$ cat src/rtl/mux_pkg.sv
// Shared select encodings, FSM states and the round-robin pick used by the
// display-mux select scheduler.
package mux_pkg;

  localparam logic [1:0] SEL_DATA1 = 2'b00;
  localparam logic [1:0] SEL_DATA3 = 2'b01;
  localparam logic [1:0] SEL_DATA2 = 2'b10;
  localparam logic [1:0] SEL_NONE  = 2'b11;

  typedef enum logic {
    ST_IDLE  = 1'b0,
    ST_DWELL = 1'b1
  } state_t;

  function automatic logic req_hit(input logic [2:0] req, input logic [1:0] idx);
    case (idx)
      SEL_DATA1: req_hit = req[0];
      SEL_DATA3: req_hit = req[1];
      SEL_DATA2: req_hit = req[2];
      default:   req_hit = 1'b0;
    endcase
  endfunction

  // First requesting index in order p+1, p+2, p (mod 3); SEL_NONE if none.
  function automatic logic [1:0] rr_next(input logic [2:0] req, input logic [1:0] p);
    logic [1:0] c1;
    logic [1:0] c2;
    c1 = (p >= 2'd2) ? 2'd0 : p + 2'd1;
    c2 = (c1 == 2'd2) ? 2'd0 : c1 + 2'd1;
    if (req_hit(req, c1))      rr_next = c1;
    else if (req_hit(req, c2)) rr_next = c2;
    else if (req_hit(req, p))  rr_next = p;
    else                       rr_next = SEL_NONE;
  endfunction

endpackage

$ cat src/rtl/mux_sel_scheduler_if.sv
// Control/select bundle between switches/buttons, the scheduler and the mux.
interface mux_sel_scheduler_if;
  import mux_pkg::*;

  logic       i_en;
  logic       i_mode;
  logic       i_next;
  logic [2:0] i_req;
  // o_valid qualifies o_sel (o_sel is 2'b11 whenever o_valid is 0); o_tick
  // marks the single cycle in which o_sel was (re)loaded. No back-pressure.
  logic [1:0] o_sel;
  logic       o_valid;
  logic       o_tick;
  state_t     dbg_state;

  modport master (
    output i_en, i_mode, i_next, i_req,
    input  o_sel, o_valid, o_tick, dbg_state
  );

  modport slave (
    input  i_en, i_mode, i_next, i_req,
    output o_sel, o_valid, o_tick, dbg_state
  );
endinterface

$ cat src/rtl/sync_edge.sv
// Two-flop synchronizer for an asynchronous level followed by a
// single-cycle rising-edge detector.
module sync_edge (
  input  logic i_clk,
  input  logic i_rst_n,
  input  logic i_d,
  output logic o_rise
);

  logic s1_q;
  logic s2_q;
  logic s3_q;

  always_ff @(posedge i_clk or negedge i_rst_n) begin
    if (!i_rst_n) begin
      s1_q <= 1'b0;
      s2_q <= 1'b0;
      s3_q <= 1'b0;
    end else begin
      s1_q <= i_d;
      s2_q <= s1_q;
      s3_q <= s2_q;
    end
  end

  assign o_rise = s2_q & ~s3_q;

endmodule

$ cat src/rtl/mux_sel_scheduler.sv
// Round-robin select scheduler for the 4-bit display mux: timed dwell in
// auto mode, button-driven advance in either mode, requesters may drop out.
module mux_sel_scheduler
  import mux_pkg::*;
#(
  parameter int DWELL  = 50000000,
  parameter int NB_CNT = 26
) (
  input logic                i_clk,
  input logic                i_rst_n,
  mux_sel_scheduler_if.slave bus
);

  localparam logic [NB_CNT-1:0] CNT_LAST = NB_CNT'(DWELL - 1);
  localparam logic [NB_CNT-1:0] CNT_ONE  = NB_CNT'(1);

  state_t            state_q, state_d;
  logic [1:0]        sel_q, sel_d;
  logic              valid_q, valid_d;
  logic              tick_q, tick_d;
  logic [NB_CNT-1:0] cnt_q, cnt_d;
  logic [1:0]        ptr_q, ptr_d;
  logic              mode_q;
  logic              nxt;
  logic              load;
  logic [1:0]        load_val;

  sync_edge u_next_sync (
    .i_clk   (i_clk),
    .i_rst_n (i_rst_n),
    .i_d     (bus.i_next),
    .o_rise  (nxt)
  );

  always_ff @(posedge i_clk or negedge i_rst_n) begin
    if (!i_rst_n) begin
      state_q <= ST_IDLE;
      sel_q   <= SEL_NONE;
      valid_q <= 1'b0;
      tick_q  <= 1'b0;
      cnt_q   <= '0;
      ptr_q   <= SEL_DATA2;
      mode_q  <= 1'b0;
    end else begin
      state_q <= state_d;
      sel_q   <= sel_d;
      valid_q <= valid_d;
      tick_q  <= tick_d;
      cnt_q   <= cnt_d;
      ptr_q   <= ptr_d;
      mode_q  <= bus.i_mode;
    end
  end

  // Advance priority in DWELL: all dropped > current dropped > button > timer.
  always_comb begin
    state_d  = state_q;
    cnt_d    = cnt_q;
    load     = 1'b0;
    load_val = sel_q;
    case (state_q)
      ST_IDLE: begin
        cnt_d = '0;
        if (bus.i_req != 3'b000) begin
          state_d  = ST_DWELL;
          load     = 1'b1;
          load_val = rr_next(bus.i_req, ptr_q);
        end
      end
      ST_DWELL: begin
        if (bus.i_req == 3'b000) begin
          state_d = ST_IDLE;
          cnt_d   = '0;
        end else if (!req_hit(bus.i_req, sel_q) || nxt) begin
          load     = 1'b1;
          load_val = rr_next(bus.i_req, sel_q);
          cnt_d    = '0;
        end else if (!bus.i_mode && bus.i_en) begin
          if (cnt_q == CNT_LAST) begin
            load     = 1'b1;
            load_val = rr_next(bus.i_req, sel_q);
            cnt_d    = '0;
          end else begin
            cnt_d = cnt_q + CNT_ONE;
          end
        end
      end
      default: state_d = ST_IDLE;
    endcase
    if (bus.i_mode != mode_q) cnt_d = '0;
    ptr_d = load ? load_val : ptr_q;
  end

  always_comb begin
    tick_d  = load;
    valid_d = (state_d == ST_DWELL);
    if (state_d == ST_IDLE) sel_d = SEL_NONE;
    else if (load)          sel_d = load_val;
    else                    sel_d = sel_q;
  end

  assign bus.o_sel     = sel_q;
  assign bus.o_valid   = valid_q;
  assign bus.o_tick    = tick_q;
  assign bus.dbg_state = state_q;

endmodule

$ cat src/flat_wrapper.sv
// flat-port wrapper written by rule: the top's interface ports become plain ports
module mux_sel_scheduler_flat import mux_pkg::*;
#(
  parameter int DWELL  = 50000000,
  parameter int NB_CNT = 26
)
  (i_clk, i_rst_n, bus_i_en, bus_i_mode, bus_i_next, bus_i_req, bus_o_sel, bus_o_valid, bus_o_tick, bus_dbg_state);
  mux_sel_scheduler_if bus_i ();
  input logic i_clk;
  input logic i_rst_n;
  input wire logic [$bits(bus_i.i_en)-1:0] bus_i_en;
  input wire logic [$bits(bus_i.i_mode)-1:0] bus_i_mode;
  input wire logic [$bits(bus_i.i_next)-1:0] bus_i_next;
  input wire logic [$bits(bus_i.i_req)-1:0] bus_i_req;
  output wire logic [$bits(bus_i.o_sel)-1:0] bus_o_sel;
  output wire logic [$bits(bus_i.o_valid)-1:0] bus_o_valid;
  output wire logic [$bits(bus_i.o_tick)-1:0] bus_o_tick;
  output wire logic [$bits(bus_i.dbg_state)-1:0] bus_dbg_state;
  assign bus_i.i_en = bus_i_en;
  assign bus_i.i_mode = bus_i_mode;
  assign bus_i.i_next = bus_i_next;
  assign bus_i.i_req = bus_i_req;
  assign bus_o_sel = bus_i.o_sel;
  assign bus_o_valid = bus_i.o_valid;
  assign bus_o_tick = bus_i.o_tick;
  assign bus_dbg_state = bus_i.dbg_state;
  mux_sel_scheduler #(.DWELL(DWELL), .NB_CNT(NB_CNT)) u_core (.i_clk(i_clk), .i_rst_n(i_rst_n), .bus(bus_i));
endmodule
$ cat config.mk
export PLATFORM = sky130hd
export DESIGN_NAME = mux_sel_scheduler_flat
export DESIGN_NICKNAME = d
export VERILOG_FILES = /design/src/rtl/mux_pkg.sv /design/src/rtl/mux_sel_scheduler_if.sv /design/src/rtl/sync_edge.sv /design/src/rtl/mux_sel_scheduler.sv /design/src/flat_wrapper.sv
export SDC_FILE = /design/constraint.sdc
export NUM_CORES = 1
export LEC_CHECK = 0
export CAP_MARGIN = 20
export CORE_ASPECT_RATIO = 0.7
export CORE_MARGIN = 2
export CORE_UTILIZATION = 60
export DETAILED_ROUTE_END_ITERATION = 7
export MAX_ROUTING_LAYER = met4
export PLACE_DENSITY = 0.81
export SYNTH_ARGS = -nofsm -noshare
export SYNTH_HDL_FRONTEND = slang
export SYNTH_SLANG_ARGS = --single-unit
$ cat constraint.sdc
create_clock -name i_clk -period 5.11 [get_ports i_clk]
set_clock_uncertainty 0.15 [all_clocks]
set_input_delay 1.2775 -clock i_clk [delete_from_list [all_inputs] [get_ports i_clk]]
set_output_delay 1.2775 -clock i_clk [all_outputs]
set_load 0.02 [all_outputs]
* Word level (Yosys, flattened, before mapping) *
Index checks and enable logic that the tools add are counted.

operators by class
  $lt $le $gt $ge = 2
  reduce and logical (&&, ||, !) cells = 12
  muxes and demuxes = 82
  bitwise gates (word level) = 3
  add/sub/neg operators = 5
  equal/unequal tests = 16

operators by type and width
  operator                                       count
  two-way mux 26 bit                             5
  one-hot mux 26 bit (2 select lines)            1
  two-way mux 1 bit                              47
  two-way mux 2 bit                              20
  adder 26 x 1 -> 26 bit, second input constant  1
  == test 26 bit, second input constant          1
  one-hot mux 1 bit (3 select lines)             6
  == test 2 x 1 -> 1 bit, second input constant  6
  == test 2 bit, second input constant           6
  zero test 2 bit                                6
  adder 2 x 1 -> 2 bit, second input constant    4
  inequality test 5 bit, second input constant   1
  >= comparator 2 bit, second input constant     2
  one-hot mux 1 bit (2 select lines)             2
  one-hot mux 2 bit (2 select lines)             1
  zero test 3 bit                                1
  nonzero test 3 bit                             1
  zero test 1 bit                                2
  inequality test 2 bit, second input constant   1
  inverter 1 bit                                 2
  AND 1 bit                                      1
  logical AND 1 bit                              1
  logical OR 1 bit                               1
  inequality test 1 bit                          1

storage, ports and cells
  output and inout bits = 5
  register bits after elaboration = 36

* Logic depth before layout (Yosys ltp) *
  depth after elaboration = 32
  depth in mapped cells = 9
  depth with buffers taken out = 7

* Cells and area by module *
From an unflattened synthesis, not the netlist that was laid out.

unflattened totals
  cell total of the unflattened synthesis = 201
  area, all modules = 1,953.1 um^2

by module, submodules not included
  module             cells each  instances  area an instance (um^2)
  mux_sel_scheduler  197         1          1,864.3
  sync_edge          4           1          88.8

* Least setup slack after synthesis *
OpenSTA, ideal clock, no wires.

  path type = input port to flip-flop
  start point = input port bus_i_req[0]
  end point = register u_core.cnt_q[23]
  slack = 2.207 ns
  arrival time = 2.676 ns
  required time = 4.883 ns
  setup time = 0.077 ns
  cell stages on the path = 6
  cell sequence = nor2b_1 a211oi_2 nor3_1 clkbuf_1 or4_2 a21oi_1

on the way
  longest elaborated chain between the ends = 9
  elaborated cells on any way between the ends = 11
  those cells by class = eq/ne: 1; mux: 7; reduce/logical: 3

RTL lines
  element                              RTL line                 source
  start: declaration                   flat_wrapper.sv:14       input wire logic [$bits(bus_i.i_req)-1:0] bus_i_req;
  one-hot mux 1 bit (3 select lines)   mux_pkg.sv:16            case (idx)
  two-way mux 1 bit                    mux_sel_scheduler.sv:71  if (bus.i_req == 3'b000) begin
  two-way mux 1 bit                    mux_sel_scheduler.sv:61  case (state_q)
  zero test 1 bit                      mux_sel_scheduler.sv:74  end else if (!req_hit(bus.i_req, sel_q) || nxt) begin
  logical OR 1 bit                     mux_sel_scheduler.sv:74
  two-way mux 26 bit                   mux_sel_scheduler.sv:74
  two-way mux 26 bit                   mux_sel_scheduler.sv:71
  one-hot mux 26 bit (2 select lines)  mux_sel_scheduler.sv:61
  two-way mux 26 bit                   mux_sel_scheduler.sv:90  if (bus.i_mode != mode_q) cnt_d = '0;
  end signal: assignment               mux_sel_scheduler.sv:49  cnt_q <= cnt_d;
  end: declaration                     mux_sel_scheduler.sv:21  logic [NB_CNT-1:0] cnt_q, cnt_d;

Several ways; a longest one is shown, not always the timed one. The select of a mux whose other input is x is not followed.
A chain may end at the register's enable or synchronous reset.

* Final worst setup path *
  start point = input port bus_i_mode
  end point = register u_core.cnt_q[23]

on the way
  longest elaborated chain between the ends = 3
  elaborated cells on any way between the ends = 5
  those cells by class = eq/ne: 2; mux: 1; reduce/logical: 2

RTL lines
  element                          RTL line                 source
  start: declaration               flat_wrapper.sv:12       input wire logic [$bits(bus_i.i_mode)-1:0] bus_i_mode;
  zero test 1 bit                  mux_sel_scheduler.sv:78  end else if (!bus.i_mode && bus.i_en) begin
  logical AND 1 bit                mux_sel_scheduler.sv:78
  inequality test 5 bit (no line)  n/a

Several ways; a longest one is shown, not always the timed one.

==> results.py <==
metrics = {
    "status": {
        "outcome": "completed",
    },
    "yosys": {
        "dominantRegCellSynth": "dfrtp_1",
        "syn_area_um2": 2000,
        "synth.yosys.seq_area_share": 0.451,
        "synth_cell_type_count": 54,
        "ys_seq_elements": 36,
        "synthArstFlopShare": 1.00,
        "yosysWarnings": 0,
        "synth_cells": 216,
        "synth_edf_count": 0,
        "synth_fp_nets": 225,
        "syn_avg_cell_area_um2": 9.28,
    },
    "route": {
        "drt_wl_total_um": 4810,
        "drtIter0Drc": 194,
        "top_layer_used": "met4",
        "wl_met3_um": 408,
        "drc": 0,
        "wire_per_inst_um": 18.0,
        "ant_nets": 0,
        "met2_length_um": 2080,
        "wl_met1_um": 2270,
        "vias_per_cell": 6.86,
        "vias": 1839,
        "drt-pass1-iter-count": 5,
    },
    "grt": {
        "grt_max_degree": 37,
        "grt.total_usage": 0.289,
        "antenna_found_initial": 0,
        "globalRouteOverflowTotal": 0,
        "grt_pass1_wl_um": 8060,
        "grt_pass1_vias": 1727,
    },
    "timing": {
        "timing.hold.ws_ps": 218,
        "fin_crit_ps": 3370,
        "tightest_slew_ps": 838,
        "finalHoldViolCount": 0,
        "grt_setup_unrepaired": "false",
        "setup_violations": 0,
        "max_freq_ghz": 0.297,
        "maxSlewViolCount": 0,
        "setup_tns_ps": 0,
        "period_share": 0.659,
        "max_slew_margin": 0.441,
    },
    "power_and_ir_drop": {
        "power_density_nw_per_um2": 373,
        "ir_drop_v": 0.000273,
        "p_leak_nw": 0.852,
    },
    "place": {
        "gp_congestion": 0.934,
        "io_buffers": 12,
        "dp_hpwl_um": 3390,
    },
    "final_layout": {
        "drive_gt1_frac": 0.113,
        "synthToLayoutAreaGrowth_pct": 13.7,
        "mostFrequentLayoutCell": "dfrtp_1",
        "finish.net_count": 238,
        "most-common-layout-cells": "dfrtp_1, nand2_1, a21oi_1",
        "antenna_cells": 0,
    },
    "worst_setup_path": {
        "arrival_ps": 3420,
        "crit_fanout": 30,
        "critPathKind": "primary input to register",
        "crit_required_ps": 5170,
        "path_cells": "clkdlybuf4s50_1 > nor3_1 > a21oi_1 > nor3_2 > buf_4 > or4_2 > a21oi_1",
        "critPathMaxStageDelay_ps": 660,
        "cp_slowest_cell": "or4_2",
        "startpoint": "bus_i_mode",
        "r2r_start": "u_core.cnt_q[0]$_DFFE_PN0P_",
        "path_delay_family": "simple AND/OR/NAND/NOR gates",
        "critPathLaunchType": "primary input",
        "critPathBufInv": 2,
        "critPathMostFrequentCell": "a21oi_1",
        "end_kind": "register",
    },
    "floorplan": {
        "die_x_um": 73.1,
        "die-area_um2": 3830,
        "die_h_um": 52.4,
        "coreArea_um2": 3170,
        "num_rows": 17,
        "io_pins": 13,
        "start_util": 0.632,
    },
    "clock_tree": {
        "cts_buffers": 5,
        "cts-root-buf": "clkbuf_8",
        "cts_hold_buf": 0,
        "post_cts_resized": 0,
        "clk_pin_slew_worst_paths_ps": 70,
        "h-tree-depth": 2,
        "clock_sinks": 36,
        "clk_latency_ps": 290,
        "clockBufferDepth": 2,
        "cts_setup_buffers": 0,
        "cts_tree": "yes",
    },
    "hold_path": {
        "min-delay-start": "u_core.u_next_sync.s1_q$_DFF_PN0_",
        "hp-class": "register to register",
    },
    "run": {
        "maxCapViolCount": 0,
    },
}
-- sequential cells by signal, indices dropped and copies added, names as in the netlist --
register / count
u_core.u_next_sync.s2_q: 1
u_core.cnt_q: 26
u_core.bus.dbg_state: 1
u_core.bus.o_tick: 1
u_core.ptr_q: 2
u_core.bus.o_sel: 2
u_core.u_next_sync.s1_q: 1
u_core.u_next_sync.s3_q: 1
u_core.mode_q: 1
-- kinds of logic after synthesis --
family	Yosys count	synth area share
AND/OR/NAND/NOR	87	0.255
AO/OA/AOI/OAI	69	0.226
multiplexers	1	0.00562
flip-flops	36	0.451
adder cells (fa/ha/maj)	1	0.00624
XOR/XNOR	4	0.0175
buffers and inverters	18	0.0381
-- metal layers --
metal,vias up,global-route usage
met5,-,-
met1,881,0.408
met2,99,0.408
met3,11,0.0692
met4,0,0.0988
li1,848,-
-- where the power goes --
part | switching (mW) | internal, mW
Clock | 0.103 | 0.172
Combinational | 0.138 | 0.0861
Sequential | 0.0328 | 0.319
-- layout make-up --
class | instances | area [um2]
Clock buffer | 7 | 96.3
Tap cell | 38 | 47.5
Inverter | 10 | 37.5
Clock inverter | 1 | 30.0
Fill cell | 229 | 890
Timing Repair Buffer | 14 | 135
Sequential cell | 36 | 905
Multi-Input combinational cell | 162 | 1030
-- path summary, 6_finish.rpt --
path / cells after the start / end / slack (ps)
worst min register to register: 0 / u_core.u_next_sync.s2_q$_DFF_PN0_ / 220
worst max register to register: 6 / u_core.cnt_q[16]$_DFFE_PN0P_ / 2400
worst max-delay path: 7 / u_core.cnt_q[23]$_DFFE_PN0P_ / 1740
worst min-delay path: 0 / u_core.u_next_sync.s2_q$_DFF_PN0_ / 220
max in group asynchronous: 2 / u_core.ptr_q[1]$_DFFE_PN1P_ / 3210
min in group asynchronous: 2 / u_core.cnt_q[21]$_DFFE_PN0P_ / 1250
-- through the flow --
stage	utilization	power, mW	cell area [um2]	setup slack (ps)	instances
2_1_floorplan	-	0.497	2000	2210	216
3_3_place_gp	0.679	0.563	2150	1520	260
3_5_place_dp	0.679	0.574	2150	1450	260
4_1_cts	0.719	0.845	2280	1770	268
5_1_grt	0.719	0.887	2280	1540	268
6_report	0.719	0.851	2280	1740	268
-- synthesized netlist by cell type, types with 2 or more instances --
cell,number,area (um2)
nand3_1,11,55.1
or4_1,8,60.1
a31oi_1,8,50.1
nand4_1,3,18.8
xor2_1,3,26.3
nand2_1,20,75.1
nor2_1,6,22.5
a21oi_1,16,80.1
dfrtp_1,33,826
or3_1,6,37.5
and2_1,2,12.5
or4_2,2,17.5
o22ai_1,4,25.0
nor2b_1,4,25.0
nor3_1,3,15.0
inv_1,10,37.5
o21ai_0,14,70.1
clkbuf_1,3,11.3
o21a_1,2,15.0
and4_1,4,35.0
buf_2,3,15.0
o31ai_1,10,75.1
dfstp_2,3,78.8
nor4_1,2,12.5
and3_1,3,18.8
nand2b_1,5,31.3
Note: power is estimated with default switching activity, not from simulation.
==> RTL change: new RTL, same flow settings <==
`NB_CNT` is set to 26 in 2 places; all go to 13.
--- a/src/rtl/mux_sel_scheduler.sv
+++ b/src/rtl/mux_sel_scheduler.sv
@@ -5,5 +5,5 @@
 #(
   parameter int DWELL  = 50000000,
-  parameter int NB_CNT = 26
+  parameter int NB_CNT = 13
 ) (
   input logic                i_clk,
--- a/src/flat_wrapper.sv
+++ b/src/flat_wrapper.sv
@@ -3,5 +3,5 @@
 #(
   parameter int DWELL  = 50000000,
-  parameter int NB_CNT = 26
+  parameter int NB_CNT = 13
 )
   (i_clk, i_rst_n, bus_i_en, bus_i_mode, bus_i_next, bus_i_req, bus_o_sel, bus_o_valid, bus_o_tick, bus_dbg_state);
Behaviour: no difference found for any inputs over 10 cycles, from zero or initial values and one cycle with i_rst_n low; that may be too few to reach the edited logic, so the function may still have changed.
==> RTL change against the unedited design <==
Via count is 41% lower. Utilization is 1.9 points lower. Setup slack gained 0.32 ns. First-iteration DRC count decreased by 65%. Routed wire length is 44% lower. Combinational power shrank 29%. Sequential cell count decreased by 13. Area after synthesis down 35%. Critical path type unchanged. Cell area shrank 35%. Total power down 43%. Maximum frequency grew 10%. Cell count decreased by 38%. Non-clock buffer count decreased by 1.
==> RTL change: results (changes against the unedited design) <==
antenna_cells: 0  # unchanged
clkLatencyLatePin_ns: 0.32  # +0.03 ns
initialDrtViolationCount: 67  # -65%
endpoint: "u_core.cnt_q[10]"
grt_pass1_wl_um: 4660  # -42%
slowest_stage: "clkdlybuf4s50_1"
peakVddDrop_v: 0.000269  # -1.4%
critPathArrivalTime_ns: 3.13  # -0.29 ns
r2r-start: "u_core.cnt_q[9]"
intPower_uw: 321  # -44%
drt_wl_total_um: 2720  # -44%
min_path_cells: 0  # unchanged
synth_compound_area_share_pct: 16.9  # -5.7 points
synth-xor-area-share_pct: 2.68  # +0.94 points
synth_warnings: 0  # unchanged
gp_congestion: 0.899  # -3.8%
synth_commonest_cells: "20 x dfrtp_1, 9 x nand2_1, 8 x a21oi_1, 8 x nor2_1"
cts_buffers: 3  # -2
nets: 153  # -36%
p_leak_uw: 0.000573  # -33%
grt_pass1_vias: 1011  # -41%
antenna_found_initial: 0  # unchanged
cp_slowest_stage_delay_ns: 0.58  # -0.08 ns
status: "finished, final reports clean"
largest_register: "u_core.cnt_q"
ys_seq_area_share_pct: 44.4  # -0.74 points
synth-edff-count: 0  # unchanged
rrSetupSlack_ns: 2.88  # +0.48 ns
vias: 1083  # -41%
clk_pin_slew_ns: 0.12  # +0.05 ns
grt_start_max_net_pins: 24  # -35%
track_usage_pct: 25.1  # -3.9 points
yosys.area_share.adder_pct: 0.959  # +0.33 points
place_hpwl_um: 2040  # -40%
portBuffers: 12  # unchanged
synthMuxAreaShare_pct: 4.22  # +3.7 points
largest_reg_flops: 13  # -50%
syn-num-nets: 140  # -38%
crit_start: "bus_i_req[1]"
dr.pass1.iters: 4  # -1
worstMarginPinSlew_ns: 0.832  # -0.00560 ns
crit_fanout: 13  # -57%
maxSlewViolCount: 0  # unchanged
cts-root-buf: "clkbuf_4"
cts_max_level: 1  # -1
synthTopCellsByArea: "dfrtp_1 38%, dfstp_2 6.0%, mux2_2 3.5%, nand4_1 3.4%, a21oi_1 3.1%"
timing.rr.end: "u_core.cnt_q[3]"
clockBufferDepth: 2  # unchanged
hold_ws_ns: 0.215  # -0.00312 ns
drive_gt1_share_pct: 14.7  # +3.4 points
reg2regPathDepth: 4  # -2
post_cts_buffers: 0  # unchanged
yosysUniqueCellTypes: 44  # -19%
[RTL change: worst max-delay path, delay by kind of cell]
| kind | cells | cell delay [ns] |
|---|---|---|
| AOI/OAI and AO/OA | 2 | 0.67 |
| and+or+nand+nor | 2 | 0.60 |
| buffers and inverters | 1 | 0.58 |
[RTL change: area by class of cell]
| cell class | count | area (µm²) |
|---|---|---|
| Clock inverter | 1 | 5.00 |
| Timing Repair Buffer | 13 | 148 |
| Inverter | 5 | 18.8 |
| Fill cell | 168 | 629 |
| Sequential cell | 23 | 579 |
| Tap cell | 24 | 30.0 |
| Multi-Input combinational cell | 98 | 669 |
| Clock buffer | 3 | 22.5 |
[RTL change: per-stage QoR]
| stage | instance area [µm²] | power, µW | cells | setup slack [ns] |
|---|---|---|---|---|
| 2_1_floorplan | 1310 | 341 | 131 | 2.52 |
| 3_3_place_gp | 1420 | 391 | 162 | 1.77 |
| 5_1_grt | 1470 | 512 | 167 | 1.91 |
| 6_report | 1470 | 483 | 167 | 2.06 |
| 3_5_place_dp | 1420 | 398 | 162 | 1.75 |
| 4_1_cts | 1450 | 482 | 166 | 2.09 |
[RTL change: power by group through the flow]
| stage | combinational [µW] | clock (µW) | sequential, µW |
|---|---|---|---|
| 2_1_floorplan | 87.8 | 0 | 253 |
| 3_3_place_gp | 150 | 0 | 241 |
| 3_5_place_dp | 155 | 0 | 243 |
| 4_1_cts | 156 | 86.6 | 240 |
| 5_1_grt | 172 | 95.2 | 245 |
| 6_report | 159 | 84.8 | 239 |
[RTL change: per-layer routing]
metal / vias up / global-route usage [%] / share of wire, %
li1: 521 / - / -
met1: 526 / 35.1 / 49
met2: 34 / 36.5 / 44
met3: 2 / 7.62 / 5.9
met4: 0 / 4.44 / 0.70
met5: - / - / 0
